## config.mk

```make
export PLATFORM = sky130hd
export DESIGN_NAME = rr_burst_arbiter
export DESIGN_NICKNAME = d
export VERILOG_FILES = /design/src/rtl/rr_burst_arbiter.sv
export SDC_FILE = /design/constraint.sdc
export NUM_CORES = 1
export LEC_CHECK = 0
export ABC_AREA = 0
export BUFFER_PORTS_ARGS = -buffer_cell sky130_fd_sc_hd__buf_2
export CORE_AREA = 2 2 44 46
export CTS_CLUSTER_SIZE = 16
export DETAILED_ROUTE_END_ITERATION = 7
export DIE_AREA = 0 0 46 48
export PLACE_DENSITY = 0.76
export SLEW_MARGIN = 15
export SYNTH_ARGS = -nofsm -noshare
export SYNTH_HDL_FRONTEND = slang
export SYNTH_SLANG_ARGS = --single-unit
```

## constraint.sdc

```tcl
create_clock -name clk -period 2.02 [get_ports clk]
set_input_delay 0.404 -clock clk [delete_from_list [all_inputs] [get_ports clk]]
set_output_delay 0.404 -clock clk [all_outputs]
set_load 0.01 [all_outputs]
```

## src/rtl/rr_burst_arbiter.sv

```systemverilog
// Round-robin arbiter with registered one-hot grants, burst limiting and a
// one-cycle turnaround gap between owners.
module rr_burst_arbiter #(
   parameter int N_REQ     = 4,
   parameter int ID_W      = 2,
   parameter int MAX_BURST = 8,
   parameter int BURST_W   = 4
) (
   input  logic               clk,
   input  logic               rst,
   input  logic [N_REQ-1:0]   req,
   input  logic [N_REQ-1:0]   last,
   output logic [N_REQ-1:0]   gnt,
   output logic               gnt_valid,
   output logic [ID_W-1:0]    gnt_id,
   output logic [BURST_W-1:0] burst_cnt,
   output logic               expire
);

   typedef enum logic [1:0] {IDLE, GRANT, GAP} state_t;

   localparam logic [ID_W-1:0]    LAST_ID = ID_W'(N_REQ - 1);
   localparam logic [BURST_W-1:0] CNT_MAX = BURST_W'(MAX_BURST - 1);

   state_t               state, state_nxt;
   logic [ID_W-1:0]      ptr, ptr_nxt;
   logic [ID_W-1:0]      pick, cand;
   logic                 found;
   logic [N_REQ-1:0]     gnt_nxt;
   logic                 gnt_valid_nxt;
   logic [ID_W-1:0]      gnt_id_nxt;
   logic [BURST_W-1:0]   burst_nxt;
   logic                 own_req, own_last, at_max, burst_end;

   // First requester at or above ptr, wrapping modulo N_REQ.
   always_comb begin
      found = 1'b0;
      pick  = '0;
      cand  = '0;
      for (int unsigned i = 0; i < N_REQ; i++) begin
         cand = ID_W'((32'(ptr) + i) % N_REQ);
         if (!found && req[cand]) begin
            found = 1'b1;
            pick  = cand;
         end
      end
   end

   assign own_req   = req[gnt_id];
   assign own_last  = last[gnt_id];
   assign at_max    = (burst_cnt == CNT_MAX);
   assign burst_end = ~own_req | own_last | at_max;
   assign expire    = (state == GRANT) & at_max & own_req & ~own_last;

   always_comb begin
      state_nxt     = state;
      ptr_nxt       = ptr;
      gnt_nxt       = gnt;
      gnt_valid_nxt = gnt_valid;
      gnt_id_nxt    = gnt_id;
      burst_nxt     = burst_cnt;
      case (state)
         IDLE, GAP: begin
            state_nxt     = IDLE;
            gnt_nxt       = '0;
            gnt_valid_nxt = 1'b0;
            gnt_id_nxt    = '0;
            burst_nxt     = '0;
            if (found) begin
               state_nxt     = GRANT;
               gnt_nxt       = N_REQ'(1) << pick;
               gnt_valid_nxt = 1'b1;
               gnt_id_nxt    = pick;
            end
         end
         GRANT: begin
            if (burst_end) begin
               state_nxt     = GAP;
               gnt_nxt       = '0;
               gnt_valid_nxt = 1'b0;
               gnt_id_nxt    = '0;
               burst_nxt     = '0;
               ptr_nxt       = (gnt_id == LAST_ID) ? '0 : gnt_id + 1'b1;
            end else begin
               burst_nxt = burst_cnt + 1'b1;
            end
         end
         default: state_nxt = IDLE;
      endcase
   end

   always_ff @(posedge clk) begin
      if (rst) begin
         state     <= IDLE;
         ptr       <= '0;
         gnt       <= '0;
         gnt_valid <= 1'b0;
         gnt_id    <= '0;
         burst_cnt <= '0;
      end else begin
         state     <= state_nxt;
         ptr       <= ptr_nxt;
         gnt       <= gnt_nxt;
         gnt_valid <= gnt_valid_nxt;
         gnt_id    <= gnt_id_nxt;
         burst_cnt <= burst_nxt;
      end
   end

endmodule

```

# ---- Word level (Yosys, flattened, before mapping)
# Cells that the tools add are included.
dict set report word_totals {
  latchBits 0
  output_inout_bits 12
  register_bits 15
  wordCells 75
  inputBits 10
  mem_bits_ro 0
  ram_bits 0
  memories 0
}
dict set report op_classes {
  multipliers 0
  div 0
  bitwise 7
  order_cmp 5
  eq_ne 5
  n_reduce_logical 11
  n_mux 35
  add_sub_neg 5
  n_shift 1
}
# op count
set op_table {}
lappend op_table {{$mux 2} 8}
lappend op_table {{$pmux 4 s2} 2}
lappend op_table {{$lt 2x3->1 const B} 5}
lappend op_table {{$mux 1} 13}
lappend op_table {{$bmux 1 s2} 6}
lappend op_table {{$mux 4} 3}
lappend op_table {{$pmux 2 s2} 2}
lappend op_table {{$add 2x1->2 const B} 2}
lappend op_table {{$add 2x2->2 const B} 2}
lappend op_table {{$add 4x1->4 const B} 1}
lappend op_table {{$eq 2x2->1 const B} 2}
lappend op_table {{$eq 4x3->1 const B} 1}
lappend op_table {{$reduce_and 2->1} 2}
lappend op_table {{$shl 1x2->4 const A} 1}
lappend op_table {{$and 1x1->1} 3}
lappend op_table {{$logic_and 1x1->1} 3}
lappend op_table {{$logic_not 1->1} 3}
lappend op_table {{$eq 2x1->1 const B} 1}
lappend op_table {{$logic_not 2->1} 1}
lappend op_table {{$ne 2x2->1 const B} 1}
lappend op_table {{$not 1->1} 2}
lappend op_table {{$or 1x1->1} 2}
lappend op_table {{$pmux 1 s2} 1}
lappend op_table {{$reduce_bool 2->1} 1}
lappend op_table {{$reduce_or 2->1} 1}

# ---- Depth between registers and ports, before layout
# Gate-level depths: netlist (run 1).
dict set report depth {
  depth_word 15
  mapped_depth 5
  ltp_nobuf 5
}

# ---- Least setup slack after synthesis (run 1)
# OpenSTA, ideal clock, no wires.
dict set report synth_timing {
  path_type {input to output}
  startpoint {input port req[3]}
  endpoint {output port expire}
  arrival_ps 1320
  stages 4
  path_buffers 1
  setup_slack_ps 296
  required_time_ps 1616
  cell_sequence {nor2b_1 -> mux4_2 -> buf_2 -> nor3b_1}
}
dict set report synth_via {
  elab_chain_cells 4
}
# item line_no
set synth_rtl {}
lappend synth_rtl {{start: declaration} 11} ;# input logic [N_REQ-1:0] req,
lappend synth_rtl {{$bmux 1 s2} 49} ;# assign own_req = req[gnt_id];
lappend synth_rtl {{$mux 1 (not written as such)} 49}
lappend synth_rtl {{$and 1x1->1 (2 in series)} 53} ;# assign expire = (state == GRANT) & at_max & own_req & ~own_last;
lappend synth_rtl {{end: declaration} 17} ;# output logic expire
# No other way between the ends. The select of a mux whose other input is x is not followed.

# ---- Worst setup path in the final report (run 1)
dict set report layout_timing {
  startpoint {register gnt_id[1]}
  endpoint {output port expire}
}
dict set report layout_via {
  elab_chain_cells 4
  elab_cells_between_ends 7
  cone_classes {mux: 4; bitwise: 3}
}
# item line_no
set layout_rtl {}
lappend layout_rtl {{start: declaration} 15} ;# output logic [ID_W-1:0] gnt_id,
lappend layout_rtl {{start signal: assignment} 105} ;# gnt_id <= gnt_id_nxt;
lappend layout_rtl {{$bmux 1 s2 (on tied branches)} {49, 50}}
lappend layout_rtl {{$mux 1 (on tied branches)} {49, 50}}
lappend layout_rtl {{$and 1x1->1 / $not 1->1 (equally long branches)} 53}
lappend layout_rtl {{$and 1x1->1 (*)} 53}
# Every way passes the cells marked *; elsewhere a longest branch is shown, timed or not. The select of a mux whose other input is x is not followed.

==> results of run 1 <==
[state kept, by name (all words and copies together), names as in the netlist]
register / flops
state: 2
gnt_id: 2
gnt_valid: 1
gnt: 4
ptr: 2
burst_cnt: 4
[layout by cell type (no fill, tap or decap), types with 2 or more instances in the layout]
cell	netlist	routed
buf_4	0	5
nor4_1	2	2
mux2i_1	3	3
or3_1	2	2
buf_2	1	21
nor3b_1	3	3
a22o_1	2	2
nor2b_1	5	5
ha_1	2	2
nand4_1	3	3
a21oi_1	3	3
nand2_1	4	4
inv_1	4	4
nand2b_1	4	4
dfxtp_1	15	15
nand3_1	6	6
o22ai_1	2	2
a32o_1	4	4
nor3_1	2	2
clkbuf_4	0	3
nor2_1	3	3
[stage by stage]
step / util (%) / total power [uW] / std cells / setup WS (ns)
after global routing: 57.9 / 702 / 131 / -0.0128
after global placement: 54.3 / 481 / 123 / 0.111
after detailed placement: 54.3 / 484 / 123 / 0.105
after floorplan: - / 438 / 87 / 0.296
final: 57.9 / 662 / 131 / 0.0759
after CTS: 56.5 / 670 / 128 / 0.0248
[worst max-delay path by stage]
stage	endpoint	cells after the start	startpoint	slack, ns
2_1_floorplan	expire	4	req[3]	0.30
3_3_place_gp	expire	5	req[3]	0.11
3_5_place_dp	expire	5	req[3]	0.11
4_1_cts	expire	4	burst_cnt[0]$_SDFFE_PP0P_	0.02
5_1_grt	expire	4	burst_cnt[0]$_SDFFE_PP0P_	-0.01
6_report	expire	3	gnt_id[1]$_SDFFE_PP0P_	0.08
[power groups by stage]
| stage | Combinational (uW) | Clock [uW] | Sequential [uW] |
|---|---|---|---|
| after CTS | 140 | 189 | 341 |
| after floorplan | 91.4 | 0 | 347 |
| after detailed placement | 136 | 0 | 348 |
| after global routing | 154 | 202 | 345 |
| final | 139 | 181 | 342 |
| after global placement | 134 | 0 | 347 |
[cell families after synthesis]
group	share of synthesized area (%)
multiplexers	6.60
buffers and inverters	3.46
flip-flops	37.7
AO/OA/AOI/OAI	20.6
adder cells (fa/ha/maj)	3.14
AND/OR/NAND/NOR	28.5
[per-layer routing]
layer	vias up	part of all wire, %	track usage [%]
met5	-	0	0
met2	13	47	27.8
li1	385	-	-
met3	5	4.8	7.92
met4	0	1.5	6.86
met1	353	47	18.6
[critical path: cells and delay by family, from the launching register on]
kind,cells,cell delay [ns]
mux,1,0.54
flops,1,0.42
simple gates,1,0.15
buf+inv,1,0.14
[area by class of cell]
class	count	area, sq um	share of cell area (%)
multi-input cells	65	468	47.9
flip-flops and latches	15	300	30.7
repair buffers	26	143	14.6
clock buffers	3	22.5	2.30
well taps	17	21.3	2.18
inverters	4	15.0	1.54
clock inverters	1	7.51	0.768
[cells in the mapped netlist, types with 2 or more instances]
| master | number | share of area [%] |
|---|---|---|
| dfxtp_1 | 15 | 38 |
| nand3_1 | 6 | 3.8 |
| clkbuf_1 | 2 | 0.94 |
| inv_1 | 4 | 1.9 |
| nand2_1 | 4 | 1.9 |
| mux2i_1 | 3 | 3.8 |
| a21oi_1 | 3 | 1.9 |
| a32o_1 | 4 | 5.0 |
| nor3b_1 | 3 | 2.8 |
| ha_1 | 2 | 3.1 |
| nor4_1 | 2 | 1.6 |
| or3_1 | 2 | 1.6 |
| nand4_1 | 3 | 2.4 |
| nor2b_1 | 5 | 3.9 |
| nor2_1 | 3 | 1.4 |
| o22ai_1 | 2 | 1.6 |
| nand2b_1 | 4 | 3.1 |
| a22o_1 | 2 | 2.2 |
| nor3_1 | 2 | 1.3 |
==> out/results.ini, run 1 <==
[status]
status = finished clean

[run]
maxCapViolCount = 0

[finish]
antennaDiodeCount = 0
syn_to_final_growth_pct = 22.8
layout-drive-gt1-share_pct = 28.9
fill_cells = 167
design_area_sq_um = 977
layout.nets = 127

[setup_path]
path_max_fanout = 4
crit_chain = mux4_2 > nor3b_1 > buf_2
start_kind = flip-flop
endpoint_kind = output pin
cp_slowest_cell = mux4_2
crit_required_ns = 1.62
critPathMaxStageDelay_ns = 0.54
r2r_cells = 4
r2r-start = gnt_id[1]$_SDFFE_PP0P_
reg2reg_slack_ns = 0.31
worstPathArrival_ns = 1.54
worstSetupPathType = flip-flop to output pin
r2r_end = gnt_id[1]$_SDFFE_PP0P_

[die]
io_pins = 22
die_y_um = 48
start_util_pct = 47.1
coreArea_sq_um = 1690
die_w_um = 46
dieArea_sq_um = 2210
rows = 15

[yosys]
synth_edf_count = 0
synth-seq-cells = 15
synth-seq-area-share_pct = 37.7
synthCells = 87
ys_warn_count = 0
synth.distinct_cells = 35
syn_avg_cell_area_sq_um = 9.15
synth_ff_type = dfxtp_1
syn_area_sq_um = 796
syn_nets = 99
async_flop_share_pct = 0

[global_route]
grt_max_degree = 11
grt_pass1_vias = 635
grt_overflow = 0
antenna_found_initial = 0
grt_use_total_pct = 16.8
grt_pass1_wl_um = 2570

[hold_path]
hp-class = input pin to flip-flop
hold_start = rst
hold_path_end = ptr[0]$_SDFFE_PP0P_
min_path_cells = 2

[pwr]
combPwrFrac_pct = 21.1
clkPwrFrac_pct = 27.3
p_int_uw = 461
vdd_drop_max_mv = 0.381
swShare_pct = 30.3
pwr-share-seq_pct = 51.6
power_density_nw_per_um2 = 677
p_sw_uw = 201
p_leak_uw = 0.000418

[sta]
whs_ns = 0.453
fin_setup_tns_ns = 0
slew_viol_final = 0
relSlewSlack_pct = 51.6
finalSetupViolCount = 0
period_minus_slack_ns = 1.94
worst_slew_pin_slew_ns = 0.721
hold_viol = 0
fmax_mhz = 514
skew_ns = 0.000503
period_share_pct = 96.2

[place]
io_buffer_count = 21
hpwlAfterDp_um = 1250
gp_congestion = 0.811
dpl-instance-area_sq_um = 917

[routing]
viasPerCell = 5.77
antenna_left = 0
post_drt_wl_per_cell_um = 12.6
route.detailed.drc = 0
dr.pass1.iters = 4
routed_wl_um = 1650
drt_iter0_drc = 6
via_count = 756

[cts]
cts_setup_buffers = 1
cts_tree = built
cts-htree-levels = 1
cts_made_buffers = 3
holdBufCountCts = 0
ctsResizeCount = 0
cts_buffer_depth = 2
clkLatencyLatePin_ns = 0.29
clock_sinks = 15
clk_pin_slew_ns = 0.09
root_buffer = clkbuf_4

Note: power is estimated with default switching activity, not from simulation.
==> run 2: changes to the inputs <==
- CORE_AREA: 2 2 44 46 -> 2 2 55 57
- DIE_AREA: 0 0 46 48 -> 0 0 57 59
- PLACE_DENSITY: 0.76 -> 0.53
==> run 2 against run 1 <==
Clock power about the same. Sequential share of layout area shrank 0.68 points. Final cell count rose by 11%. Wire length up 12%. Die area grew 52%. Count of clock-buffer cells in the layout unchanged. Critical path type unchanged. Critical endpoint unchanged. Largest cell class unchanged. Largest power group unchanged.
==> out/results.ini, run 2 (synthesized netlist as in run 1, its figures left out) <==
[status]
status = finished clean

[setup_path]
r2r-start = gnt_id[1]$_SDFFE_PP0P_
worst-path-stages = 3
path_max_fanout = 4
r2r_end = gnt_id[1]$_SDFFE_PP0P_
endpoint_kind = output pin
cp_slowest_cell = mux4_2
critPathMaxStageDelay_ns = 0.54
r2r_cells = 4
crit_chain = mux4_2 > nor3b_1 > buf_2
crit_required_ns = 1.62
reg2reg_slack_ns = 0.34
worstPathArrival_ns = 1.50
start_kind = flip-flop
worstSetupPathType = flip-flop to output pin
crit_buf_inv = 1
cp_top_family = multiplexers

[routing]
dr.pass1.iters = 4
viasPerCell = 5.27
route.detailed.drc = 0
via_count = 770
antenna_left = 0
drt_iter0_drc = 14
post_drt_wl_per_cell_um = 12.6
routed_wl_um = 1840

[cts]
clk_pin_slew_ns = 0.10
cts_tree = built
cts_made_buffers = 3
holdBufCountCts = 0
clkLatencyLatePin_ns = 0.29
root_buffer = clkbuf_4
cts_buffer_depth = 2
clock_sinks = 15
cts-htree-levels = 1

[pwr]
p_leak_uw = 0.000423
vdd_drop_max_mv = 0.517
pwr-share-seq_pct = 51.5
total_power_uw = 665
swShare_pct = 30.7
p_sw_uw = 204
clkPwrFrac_pct = 27.3
combPwrFrac_pct = 21.2
power_density_nw_per_um2 = 663
p_int_uw = 461

[finish]
fill_cells = 296
layout.cells.non_filler = 146
layout-drive-gt1-share_pct = 30.4
antennaDiodeCount = 0
final_cell_mix = buf_2 (21), dfxtp_1 (14), nand3_1 (6), buf_4 (6), nor2b_1 (5)
final_common_cell = buf_2
syn_to_final_growth_pct = 26.1
layout.nets = 128
fin_util_pct = 37.0
top_regs = burst_cnt x4, gnt x4

[die]
io_pins = 22
die_y_um = 59
dieArea_sq_um = 3360
coreArea_sq_um = 2710
start_util_pct = 29.4
rows = 19
die_w_um = 57

[sta]
rsz0062_at_grt = no
skew_ns = 0.00306
worst_slew_pin_slew_ns = 0.776
fmax_mhz = 524
fin_setup_tns_ns = 0
period_minus_slack_ns = 1.91
slew_viol_final = 0
finalSetupViolCount = 0
hold_viol = 0
relSlewSlack_pct = 47.9
period_share_pct = 94.5

[global_route]
antenna_found_initial = 0
grt_max_degree = 11
grt_use_total_pct = 11.9
grt_pass1_wl_um = 3130
grt_overflow = 0
grt_pass1_vias = 705

[hold_path]
min_path_cells = 2
hold_path_end = ptr[0]$_SDFFE_PP0P_
hp-class = input pin to flip-flop
hold_start = rst

[place]
place_inst = 137
io_buffer_count = 21
hpwlAfterDp_um = 1370
gp_congestion = 0.690

[run]
maxCapViolCount = 0

## run 2: metal layers
layer | wire (um) | GRT usage, % | up-vias
li1 | - | - | 390
met1 | 865 | 15.0 | 367
met2 | 893 | 19.9 | 13
met3 | 85 | 4.37 | 0
met4 | 0 | 1.99 | 0
met5 | 0 | 0 | -
## run 2: repair_timing
| action | in CTS | in global routing |
|---|---|---|
| endpoints found under the setup margin | 1 | 1 |
| buffers inserted | 1 | 4 |
| gates resized for setup | 0 | 1 |
## run 2: worst max path at each step
stage | from | to | slack, ns
floorplan | req[3] | expire | 0.30
global placement | req[1] | expire | 0.09
detailed placement | req[1] | expire | 0.08
CTS | burst_cnt[0]$_SDFFE_PP0P_ | expire | 0.01
global route | burst_cnt[0]$_SDFFE_PP0P_ | expire | 0.01
finish | gnt_id[1]$_SDFFE_PP0P_ | expire | 0.11
## run 2: stage by stage
stage               cell area (sq um)  worst slack (ns)  hold WS (ns)
floorplan                         796             0.296         0.497
global placement                  935            0.0949         0.437
detailed placement                935            0.0846         0.447
CTS                               972            0.0125         0.452
global route                     1000            0.0116         0.475
finish                           1000             0.112         0.460
## run 2: layout make-up
type                       instances  area (sq um)  area share [%]
clock buffer                       3          22.5            2.24
clock inverter                     1          7.51           0.748
inverter                           4          15.0            1.50
multi-input combinational         65           468            46.6
sequential                        15           302            30.0
tap                               31          38.8            3.87
timing repair buffer              27           150            15.0
## run 2: power by group through the flow
stage | Sequential [uW] | Combinational (uW) | Clock, uW
final | 342 | 141 | 181
after detailed placement | 349 | 138 | 0
after floorplan | 347 | 91.4 | 0
after CTS | 342 | 142 | 190
after global routing | 347 | 159 | 207
after global placement | 348 | 136 | 0
## run 2: worst reg2reg max path: cells and delay by family (launching register included)
family,cells,cell delay (ns)
compound gates,2,0.48
buf+inv,1,0.18
flops,1,0.38
mux,1,0.54
==> run 3: changes to the inputs <==
- CORE_AREA: 2 2 55 57 -> 2 2 49 51
- CTS_BUF_LIST: not set -> sky130_fd_sc_hd__clkbuf_8
- DIE_AREA: 0 0 57 59 -> 0 0 51 53
- PLACE_DENSITY: 0.53 -> 0.64
==> run 3 against run 2 <==
Via count grew 0.65%. Largest power group unchanged. Utilization grew 8.8 points. Register-to-register slack improved by 0.06 ns.
==> out/results.ini, run 3 (synthesized netlist as in run 1, its figures left out) <==
[place]
dpl_worst_slack_ns = 0.125
gp_congestion = 0.785
place_inst = 135
hpwlAfterDp_um = 1360
io_buffer_count = 21

[sta]
slew_viol_final = 0
rsz0062_at_grt = no
skew_ns = 0.00302
period_minus_slack_ns = 1.95
period_share_pct = 96.6
setup_ws_ns = 0.0678
fin_setup_tns_ns = 0
fmax_mhz = 512
hold_viol = 0
relSlewSlack_pct = 50.9
whs_ns = 0.459
finalSetupViolCount = 0
worst_slew_pin_slew_ns = 0.731

[finish]
top_regs = burst_cnt x4, gnt x4
final_common_cell = buf_2
final_cell_mix = buf_2 (21), dfxtp_1 (15), nand3_1 (6), nor2b_1 (5)
layout.nets = 124
antennaDiodeCount = 0
regArea_sq_um = 300
layout-drive-gt1-share_pct = 27.0
fill_cells = 229
syn_to_final_growth_pct = 23.7
multi_input_area_sq_um = 468
layout.cells.non_filler = 139

[setup_path]
path_max_fanout = 5
critPathMaxStageDelay_ns = 0.59
endpoint_kind = output pin
worstPathArrival_ns = 1.55
crit_required_ns = 1.62
crit_buf_inv = 1
worstSetupPathType = flip-flop to output pin
crit_chain = mux4_2 > nor3b_1 > buf_2
cp_slowest_cell = mux4_2
start_kind = flip-flop
cp_top_family = multiplexers

[cts]
ctsResizeCount = 0
cts_buffer_depth = 2
clock_sinks = 15
root_buffer = clkbuf_8
cts-htree-levels = 1
clk_pin_slew_ns = 0.06
cts_made_buffers = 3
holdBufCountCts = 0
clkLatencyLatePin_ns = 0.24
cts_tree = built
cts_setup_buffers = 0

[routing]
route.detailed.drc = 0
viasPerCell = 5.58
post_drt_wl_per_cell_um = 12.3
drt_iter0_drc = 14
via_count = 775
antenna_left = 0
routed_wl_um = 1710
dr.pass1.iters = 4

[die]
coreArea_sq_um = 2150
start_util_pct = 37.0
die_w_um = 51
dieArea_sq_um = 2700
io_pins = 22
rows = 17
die_y_um = 53

[hold_path]
hp-class = flip-flop to flip-flop

[run]
maxCapViolCount = 0

[global_route]
grt_pass1_wl_um = 2990
antenna_found_initial = 0
grt_overflow = 0
grt_pass1_vias = 699
grt_use_total_pct = 14.6
grt_max_degree = 10

[status]
status = finished clean

[pwr]
power_density_nw_per_um2 = 731
vdd_drop_max_mv = 0.406
total_power_uw = 720
p_leak_uw = 0.000417

## run 3: per-layer routing
metal  vias to the layer above  track usage [%]  routed length [um]
li1                        383                -                   -
met1                       374             18.4                 834
met2                        16             23.6                 775
met3                         2             3.95                  92
met4                         0             5.41                   9
met5                         -                0                   0
## run 3: stage by stage
stage / cell area [sq um] / util (%)
final: 985 / 45.8
after global routing: 985 / 45.8
after CTS: 985 / 45.8
after detailed placement: 938 / 43.7
after global placement: 938 / 43.7
after floorplan: 796 / -
## run 3: area by class of cell
cell class / count / share of cell area [%]
multi-input cells: 65 / 47.5
flip-flops and latches: 15 / 30.5
repair buffers: 23 / 12.2
clock buffers: 3 / 4.19
well taps: 28 / 3.56
inverters: 4 / 1.52
clock inverters: 1 / 0.508
## run 3: path summary, 6_finish.rpt
path	startpoint	to	slack [ns]	cells after the start
worst max-delay path	gnt_id[1]$_SDFFE_PP0P_	expire	0.07	3
worst min-delay path	gnt_valid$_SDFFE_PP0P_	gnt_valid$_SDFFE_PP0P_	0.46	1
worst max register to register	gnt_id[1]$_SDFFE_PP0P_	gnt_id[1]$_SDFFE_PP0P_	0.40	3
worst min register to register	gnt_valid$_SDFFE_PP0P_	gnt_valid$_SDFFE_PP0P_	0.46	1
## run 3: report_power, final
group / internal [uW] / total (uW) / switching (uW)
clock network: 136 / 241 / 105
logic: 64.8 / 137 / 72.7
registers: 318 / 341 / 22.9
total: 520 / 720 / 200
